<file path="config.mk">
export PLATFORM = sky130hd
export DESIGN_NAME = fft_peak_scan
export DESIGN_NICKNAME = d
export VERILOG_FILES = /design/src/rtl/fft_pkg.sv /design/src/rtl/cplx_mag_approx.sv /design/src/rtl/fft_peak_scan.sv
export SDC_FILE = /design/constraint.sdc
export NUM_CORES = 1
export LEC_CHECK = 0
export BUFFER_PORTS_ARGS = -buffer_cell sky130_fd_sc_hd__buf_2
export CAP_MARGIN = 20
export CELL_PAD_IN_SITES_DETAIL_PLACEMENT = 0
export CELL_PAD_IN_SITES_GLOBAL_PLACEMENT = 2
export CORE_MARGIN = 2
export CORE_UTILIZATION = 31
export DETAILED_ROUTE_END_ITERATION = 10
export PLACE_DENSITY = 0.86
export SLEW_MARGIN = 10
export SYNTH_ARGS = -nofsm -noshare
export SYNTH_HDL_FRONTEND = slang
export SYNTH_SLANG_ARGS = --single-unit
</file>
<file path="constraint.sdc">
create_clock -name clk_FFT -period 6.7 [get_ports clk_FFT]
set_clock_uncertainty 0.2 [all_clocks]
set_input_delay 0.67 -clock clk_FFT [delete_from_list [all_inputs] [get_ports clk_FFT]]
set_output_delay 0.67 -clock clk_FFT [all_outputs]
set_load 0.1 [all_outputs]
</file>
<file path="src/rtl/fft_pkg.sv">
// Shared constants and state encoding for the FFT result scanner.
package fft_pkg;

    localparam int N_BINS_DEF = 128;
    localparam int ADDR_W_DEF = 8;
    localparam int DW_DEF     = 14;
    localparam int MAG_W      = DW_DEF + 1;

    // Field positions inside one result word {re, im}
    localparam int RE_MSB = 27;
    localparam int RE_LSB = 14;
    localparam int IM_MSB = 13;
    localparam int IM_LSB = 0;

    typedef enum logic [2:0] {
        S_IDLE = 3'd0,
        S_ADDR = 3'd1,
        S_WAIT = 3'd2,
        S_CALC = 3'd3,
        S_OUT  = 3'd4,
        S_DONE = 3'd5
    } scan_state_e;

endpackage

</file>
<file path="src/rtl/cplx_mag_approx.sv">
// Combinational magnitude estimate of a signed complex sample:
// max(|re|,|im|) + min(|re|,|im|)/2, truncating.
module cplx_mag_approx
    import fft_pkg::*;
#(
    parameter int DW = DW_DEF,
    parameter int MW = MAG_W
) (
    input  logic signed [DW-1:0] re_i,
    input  logic signed [DW-1:0] im_i,
    output logic        [MW-1:0] mag_o
);

    logic [DW-1:0] abs_re;
    logic [DW-1:0] abs_im;
    logic [DW-1:0] hi;
    logic [DW-1:0] lo;

    // Absolute values kept DW bits wide: the most negative input maps to its exact
    // unsigned magnitude, and the DW+1 bit sum cannot overflow.
    always_comb begin
        abs_re = re_i[DW-1] ? (~re_i + DW'(1)) : re_i;
        abs_im = im_i[DW-1] ? (~im_i + DW'(1)) : im_i;
        hi     = (abs_re > abs_im) ? abs_re : abs_im;
        lo     = (abs_re > abs_im) ? abs_im : abs_re;
        mag_o  = MW'(hi) + MW'(lo >> 1);
    end

endmodule

</file>
<file path="src/rtl/fft_peak_scan.sv">
// Walks one channel's FFT result RAM per frame, streams approximate bin
// magnitudes over valid/ready and reports the frame's peak bin.
//
// state | meaning
// IDLE  | waiting for dv_FFT
// ADDR  | present bin address, assert read enable of latched channel
// WAIT  | RD_LAT cycles of RAM latency, capture word on the last one
// CALC  | register magnitude, update running peak
// OUT   | offer magnitude downstream until accepted
// DONE  | one-cycle peak_valid pulse
module fft_peak_scan
    import fft_pkg::*;
#(
    parameter int N_BINS  = N_BINS_DEF,
    parameter int ADDR_W  = ADDR_W_DEF,
    parameter int DW      = DW_DEF,
    parameter int RD_LAT  = 2,
    parameter int SKIP_DC = 1
) (
    input  logic              clk_FFT,
    input  logic              rst_n,
    input  logic              dv_FFT,
    input  logic              ch_sel,
    output logic [ADDR_W-1:0] AddrFFT_ADC,
    output logic              ReadFFTEn_ADC1,
    output logic              ReadFFTEn_ADC2,
    input  logic [2*DW-1:0]   Data_send_FFT1,
    input  logic [2*DW-1:0]   Data_send_FFT2,
    output logic [DW:0]       mag_out,
    output logic [ADDR_W-1:0] mag_bin,
    output logic              mag_valid,
    input  logic              mag_ready,
    output logic [ADDR_W-1:0] peak_bin,
    output logic [DW:0]       peak_mag,
    output logic              peak_valid,
    output logic              busy,
    output logic              overrun
);

    localparam int WCW = 3;

    scan_state_e       state_q,    state_d;
    logic [ADDR_W-1:0] bin_q,      bin_d;
    logic [WCW-1:0]    wcnt_q,     wcnt_d;
    logic              ch_q,       ch_d;
    logic [2*DW-1:0]   data_q,     data_d;
    logic [DW:0]       mag_q,      mag_d;
    logic [DW:0]       run_mag_q,  run_mag_d;
    logic [ADDR_W-1:0] run_bin_q,  run_bin_d;
    logic [DW:0]       peak_mag_q, peak_mag_d;
    logic [ADDR_W-1:0] peak_bin_q, peak_bin_d;
    logic              overrun_q,  overrun_d;
    logic [DW:0]       mag_c;
    logic              rd_act;

    cplx_mag_approx #(.DW(DW), .MW(DW + 1)) u_mag (
        .re_i  ($signed(data_q[RE_MSB:RE_LSB])),
        .im_i  ($signed(data_q[IM_MSB:IM_LSB])),
        .mag_o (mag_c)
    );

    // State and datapath registers
    always_ff @(posedge clk_FFT or negedge rst_n) begin
        if (!rst_n) begin
            state_q    <= S_IDLE;
            bin_q      <= '0;
            wcnt_q     <= '0;
            ch_q       <= 1'b0;
            data_q     <= '0;
            mag_q      <= '0;
            run_mag_q  <= '0;
            run_bin_q  <= '0;
            peak_mag_q <= '0;
            peak_bin_q <= '0;
            overrun_q  <= 1'b0;
        end else begin
            state_q    <= state_d;
            bin_q      <= bin_d;
            wcnt_q     <= wcnt_d;
            ch_q       <= ch_d;
            data_q     <= data_d;
            mag_q      <= mag_d;
            run_mag_q  <= run_mag_d;
            run_bin_q  <= run_bin_d;
            peak_mag_q <= peak_mag_d;
            peak_bin_q <= peak_bin_d;
            overrun_q  <= overrun_d;
        end
    end

    // Next-state and datapath updates
    always_comb begin
        state_d    = state_q;
        bin_d      = bin_q;
        wcnt_d     = wcnt_q;
        ch_d       = ch_q;
        data_d     = data_q;
        mag_d      = mag_q;
        run_mag_d  = run_mag_q;
        run_bin_d  = run_bin_q;
        peak_mag_d = peak_mag_q;
        peak_bin_d = peak_bin_q;
        overrun_d  = overrun_q;

        // A frame-done pulse outside IDLE (including DONE) is dropped and flagged
        if (dv_FFT) begin
            if (state_q == S_IDLE) begin
                ch_d      = ch_sel;
                bin_d     = '0;
                run_mag_d = '0;
                run_bin_d = '0;
                overrun_d = 1'b0;
                state_d   = S_ADDR;
            end else begin
                overrun_d = 1'b1;
            end
        end

        case (state_q)
            S_IDLE: ;
            S_ADDR: begin
                wcnt_d  = WCW'(RD_LAT - 1);
                state_d = S_WAIT;
            end
            S_WAIT: begin
                if (wcnt_q == '0) begin
                    data_d  = ch_q ? Data_send_FFT2 : Data_send_FFT1;
                    state_d = S_CALC;
                end else begin
                    wcnt_d = wcnt_q - WCW'(1);
                end
            end
            S_CALC: begin
                mag_d = mag_c;
                if ((mag_c > run_mag_q) && !((SKIP_DC != 0) && (bin_q == '0))) begin
                    run_mag_d = mag_c;
                    run_bin_d = bin_q;
                end
                state_d = S_OUT;
            end
            S_OUT: begin
                if (mag_ready) begin
                    if (bin_q == ADDR_W'(N_BINS - 1)) begin
                        // Publish one edge early so peak_* is already valid during the pulse
                        peak_mag_d = run_mag_q;
                        peak_bin_d = run_bin_q;
                        state_d    = S_DONE;
                    end else begin
                        bin_d   = bin_q + ADDR_W'(1);
                        state_d = S_ADDR;
                    end
                end
            end
            S_DONE:  state_d = S_IDLE;
            default: state_d = S_IDLE;
        endcase
    end

    // Moore outputs; the address simply follows the bin counter, which only moves on
    // the same edge that enters ADDR, so it holds outside ADDR/WAIT
    always_comb begin
        rd_act         = (state_q == S_ADDR) || (state_q == S_WAIT);
        AddrFFT_ADC    = bin_q;
        ReadFFTEn_ADC1 = rd_act && !ch_q;
        ReadFFTEn_ADC2 = rd_act && ch_q;
        mag_out        = mag_q;
        mag_bin        = bin_q;
        mag_valid      = (state_q == S_OUT);
        peak_bin       = peak_bin_q;
        peak_mag       = peak_mag_q;
        peak_valid     = (state_q == S_DONE);
        busy           = (state_q != S_IDLE);
        overrun        = overrun_q;
    end

endmodule

</file>
After elaboration in Yosys (flattened, before gate mapping)
Cells that the tools add are included.
{ "word_totals": {"elab_cells": 69, "reg_bits": 105} }
{ "op_classes": {"mux": 27, "n_bitwise": 2, "addsub": 5, "order_cmp": 2, "reduce_logical": 15, "n_eq_ne": 7} }
{ "op_table": {"columns": ["cell", "n"], "rows": [
  ["two-way mux 8 bit", 9],
  ["two-way mux 15 bit", 4],
  ["two-way mux 14 bit", 4],
  ["adder 14 x 2 -> 14 bit (second input constant)", 2],
  ["two-way mux 28 bit", 1],
  ["inverter 14 bit", 2],
  ["two-way mux 3 bit", 6],
  ["adder 14 x 13 -> 15 bit", 1],
  ["> comparator 15 bit", 1],
  ["one-hot mux 3 bit (5 select lines)", 1],
  ["> comparator 14 bit", 1],
  ["adder 8 x 1 -> 8 bit (second input constant)", 1],
  ["== test 8 x 7 -> 1 bit (second input constant)", 1],
  ["logical NOT 8 bit", 1],
  ["== test 3 x 2 -> 1 bit (second input constant)", 2],
  ["== test 3 bit (second input constant)", 2],
  ["logical NOT 3 bit", 2],
  ["one-hot mux 3 bit (2 select lines)", 1],
  ["AND reduction 2 bit", 3],
  ["== test 3 x 1 -> 1 bit (second input constant)", 1],
  ["logical AND 1 bit", 3],
  ["AND reduction 3 bit", 1],
  ["nonzero test 3 bit", 1],
  ["subtractor 3 x 1 -> 3 bit (second input constant)", 1],
  ["other kinds (5)", 6]
]} }

Depth between registers and ports, before layout
{ "logic_depth": {"depth_word": 10, "mapped_depth": 31} }

By module
A second synthesis with hierarchy kept.
{ "hier_totals": {"cells_unflattened": 672, "area_unflattened_um2": 6570.1} }
{ "modules_own_cells": {"columns": ["module", "cells_per_inst", "instances", "seq_area_each_um2", "area_per_inst_um2"], "rows": [
  ["fft_peak_scan", 441, 1, 2627.5, 4870.9],
  ["cplx_mag_approx", 231, 1, 0.0, 1699.1]
]} }

Worst setup path after synthesis
Ideal clock, no wire load.
{ "synth_timing": {"path_kind": "flip-flop to flip-flop", "start": "register data_q[14]", "end": "register run_mag_q[13]", "setup_ps": 69, "synth_period_minus_slack_ps": 7067, "slack_ps": -367, "path_buffers": 3, "t_arrival_ps": 6798, "stages_incl_launch_ff": 29, "cell_sequence": "dfrtp_1 or4_1 or4_4 o31ai_1 xor2_1 inv_1 ha_1 a21oi_1 o21ai_0 a211oi_1 a21oi_1 clkbuf_1 mux2i_1 ha_1 clkbuf_1 a21oi_1 o21ai_0 a211oi_1 a21o_1 or3_2 nand2_1 ha_1 o21ai_0 o21bai_1 or2_2 o31ai_1 clkbuf_1 nand3_1 nand3_1"} }
{ "synth_via": {"elab_chain_cells": 10, "word_cells_on_any_way": 11, "classes_between": "add/sub: 2; order compare: 2; mux: 5; bitwise: 1; reduce/logical: 1"} }
{ "synth_rtl": {"columns": ["element", "line_no", "source"], "rows": [
  ["from (decl)", "fft_peak_scan.sv:46", "logic [2*DW-1:0] data_q, data_d;"],
  ["from (signal assigned)", "fft_peak_scan.sv:81", "data_q <= data_d;"],
  ["inverter 14 bit", "cplx_mag_approx.sv:22", "abs_re = re_i[DW-1] ? (~re_i + DW'(1)) : re_i;"],
  ["adder 14 x 2 -> 14 bit", "cplx_mag_approx.sv:22", null],
  ["two-way mux 14 bit (*)", "cplx_mag_approx.sv:22", null],
  ["> comparator 14 bit", "cplx_mag_approx.sv:24, cplx_mag_approx.sv:25", null],
  ["two-way mux 14 bit (on tied branches)", "cplx_mag_approx.sv:24, cplx_mag_approx.sv:25", null],
  ["adder 14 x 13 -> 15 bit (*)", "cplx_mag_approx.sv:26", "mag_o = MW'(hi) + MW'(lo >> 1);"],
  ["net mag_c[13]", "fft_peak_scan.sv:53", "logic [DW:0] mag_c;"],
  ["> comparator 15 bit", "fft_peak_scan.sv:135", "if ((mag_c > run_mag_q) && !((SKIP_DC != 0) && (bin_q == '0))) begin"],
  ["logical AND 1 bit", "fft_peak_scan.sv:135", null],
  ["two-way mux 15 bit (*)", "fft_peak_scan.sv:135", null],
  ["two-way mux 15 bit (*)", "fft_peak_scan.sv:119", "case (state_q)"],
  ["net run_mag_d[13]", "fft_peak_scan.sv:48", "logic [DW:0] run_mag_q, run_mag_d;"],
  ["to (signal assigned)", "fft_peak_scan.sv:83", "run_mag_q <= run_mag_d;"],
  ["to (decl)", "fft_peak_scan.sv:48", null]
]} }
The timed path passes the listed nets; every way through them passes the cells marked *.
A chain may end at the register's enable or synchronous reset.

Final worst setup path
Same ends and word-level chain as after synthesis.

==> impl_metrics.ini <==
[die]
row_count = 53
die-area_mm2 = 0.0229
core_area_mm2 = 0.0212
die_y_um = 151
ios = 121
initial_core_util_pct = 31.8
fp.dieW_um = 151

[synth]
yosysMostFrequentCell = dfrtp_1
yosys_warnings = 0
netlist.area_leader.share_pct = 39.0
synth_edf_count = 0
synth.largest_area_cell = dfrtp_1
syn_area_per_cell_um2 = 8.94
synth_seq_cells = 105
syn-num-nets = 863
ys_types = 61
synthArstFlopShare_pct = 100
ys.flop_type = dfrtp_1
synth_common_cells = dfrtp_1 (105), o21ai_0 (103), nand2_1 (94)
synth_area_mm2 = 0.00673
netlist_top_cells_area = dfrtp_1 (39%), ha_1 (8.9%), o21ai_0 (7.7%)
yosysSeqAreaShare_pct = 39.0
synthCells = 753

[final_layout]
syn_to_final_growth_pct = 39.8
fill_cells = 2045
drive_gt1_share_pct = 36.4
fin_cells = 1256
fin_nets = 1086
antenna_cells = 0

[timing]
max_freq_mhz = 147
hold_violations = 0
finalSetupTns_ns = -1.66
setup_violations = 23
hold_slack_ns = 0.105
drv_slew = 0
tightestPinTransition_ns = 0.817
period_share_pct = 102
rsz0062_at_grt = yes
period_needed_ns = 6.80
worst_slack_ns = -0.102
slew_headroom_pct = 45.6

[clocking]
cts-root-buf = clkbuf_16
hold_buffers = 0
htreeDepth = 3
clk_pin_slew_worst_paths_ns = 0.07
cts_buffer_depth = 2
clk-insertion-delay-late_ns = 0.36
cts_tree = built
cts-buffers-inserted = 9
clock_sinks = 105

[place]
place_congestion = 0.841
dp.cells = 1186
dp_hpwl_um = 13000
port-buffer-count = 120

[grt]
grt_pass1_vias = 5881
gr-total-overflow = 0
grt_first_pass_wirelength_um = 28900
grt_max_degree = 65
antenna_found_initial = 0
grt_usage_pct = 15.8

[worst_setup_path]
crit_family = buffers and inverters
reg2reg_slack_ns = -0.10
crit_path_end_kind = flop
crit_type = reg -> reg
path_buf_inv = 17
crit_slowest_cell = or4_4
r2r-start = data_q[14]
r2r_end = run_mag_q[13]
cp-start-kind = flop
worstPathArrival_ns = 6.90
required_ns = 6.80
critical_path.max_fanout = 6
cp_slowest_stage_delay_ns = 0.54
cpMostUsedCell = buf_4
worstRegToRegCells = 35

[run]
cap_violations = 0

[routing]
viasPerCell = 4.82
via_count = 6048
drtPass1Iterations = 5
routedWlPerCell_um = 14.2
detail-route-antenna-nets = 0
drt_iter0_markers = 224
wirelength_um = 17800
drc = 0

[outcome]
failed_checks = negative setup slack
outcome = complete, but fails checks

[min_path]
min_path_type = in -> async
[state kept, by name, indices dropped and copies added (netlist names)]
signal / flops
data_q: 28
run_mag_q: 15
state_q: 3
mag_out: 15
peak_bin: 8
ch_q: 1
AddrFFT_ADC: 8
run_bin_q: 8
peak_mag: 15
wcnt_q: 3
overrun: 1
[cells in the final DEF (no fill, tap or decap), types with 4 or more instances in the layout]
cell       netlist  final
dfrtp_1        105    105
xor2_1          23     21
o21ai_0        103     78
o21a_1           5      5
buf_2            1    119
nand3_2          0      5
nor2_2           0      6
and2_1           4      4
a21oi_2          0      4
or4_1            7      4
a21o_1           4      4
ha_4             0      8
nor3_1          10      9
buf_12           0      5
mux2_2          10     10
nand3_1         39     34
nand4_1          7      7
xnor2_1         12     10
or4_4            2      6
o21ai_1          2     19
buf_6            0      4
o21ai_2          1      8
clkbuf_16        0     11
inv_1           55     55
nand2b_1         5      5
nand2_1         94     92
a21oi_1         28     20
o31ai_1         12      9
mux2i_1         51     48
ha_1            48     37
a21oi_4          1      5
buf_4            8    124
nor2_1          24     18
[repair_timing]
action	CTS	global route
setup buffers	41	9
pin swaps	23	18
gates resized for setup	47	58
gates cloned	1	2
setup endpoints to repair	23	23
[per-stage QoR]
stage	setup WS, ns	util [%]	area, um2
6_report	-0.102	44.5	9410
5_1_grt	-0.342	44.5	9410
4_1_cts	0.0000888	42.8	9060
3_5_place_dp	-0.152	38.7	8180
3_3_place_gp	-0.0745	38.7	8180
2_1_floorplan	0.0131	-	6750
[worst register-to-register path, delay by kind of cell (launching register included)]
| kind | cells | cell delay [ns] |
|---|---|---|
| flops | 1 | 0.40 |
| xor+xnor | 1 | 0.22 |
| buf+inv | 17 | 2.17 |
| simple gates | 7 | 1.89 |
| compound gates | 8 | 1.31 |
| fa+ha+maj | 2 | 0.53 |
[layer usage]
layer,global-route usage (%),vias up,part of all wire [%]
li1,-,3099,-
met1,21.1,2813,48
met2,26.7,120,47
met3,1.99,16,3.4
met4,4.58,0,1.4
met5,0,-,0
[final cells by class]
cell class              count  area, um2  share of cell area, %
multi-input cells         548       4120                   43.8
repair buffers            257       1790                   19.0
well taps                 275        344                   3.66
clock buffers              10        239                   2.54
flip-flops and latches    105       2630                   27.9
inverters                  55        206                   2.19
clock inverters             6       85.1                  0.904
[how the worst max path moves through the flow]
stage                     from             to  slack [ns]  cells after the start
floorplan           data_q[14]  run_mag_q[13]        0.01                     28
global placement    data_q[14]  run_mag_q[13]       -0.07                     30
detailed placement  data_q[14]   run_mag_q[2]       -0.15                     30
CTS                 data_q[14]   run_bin_q[6]     0.00009                     31
global route        data_q[14]   run_mag_q[6]       -0.34                     35
finish              data_q[14]  run_mag_q[13]       -0.10                     35
[logic make-up after synthesis]
kind of cell / count (synthesis) / share of synthesized area [%]
muxes: 61 / 9.26
adders and majority gates: 49 / 9.22
buffers and inverters: 100 / 6.04
and+or+nand+nor: 213 / 15.2
xor gates and xnor gates: 35 / 4.55
DFF: 105 / 39.0
AOI/OAI and AO/OA: 190 / 16.7
Power is left out: the tool's default activity adds up to more than one toggle a clock period on the data nets, which glitch-free logic cannot reach.
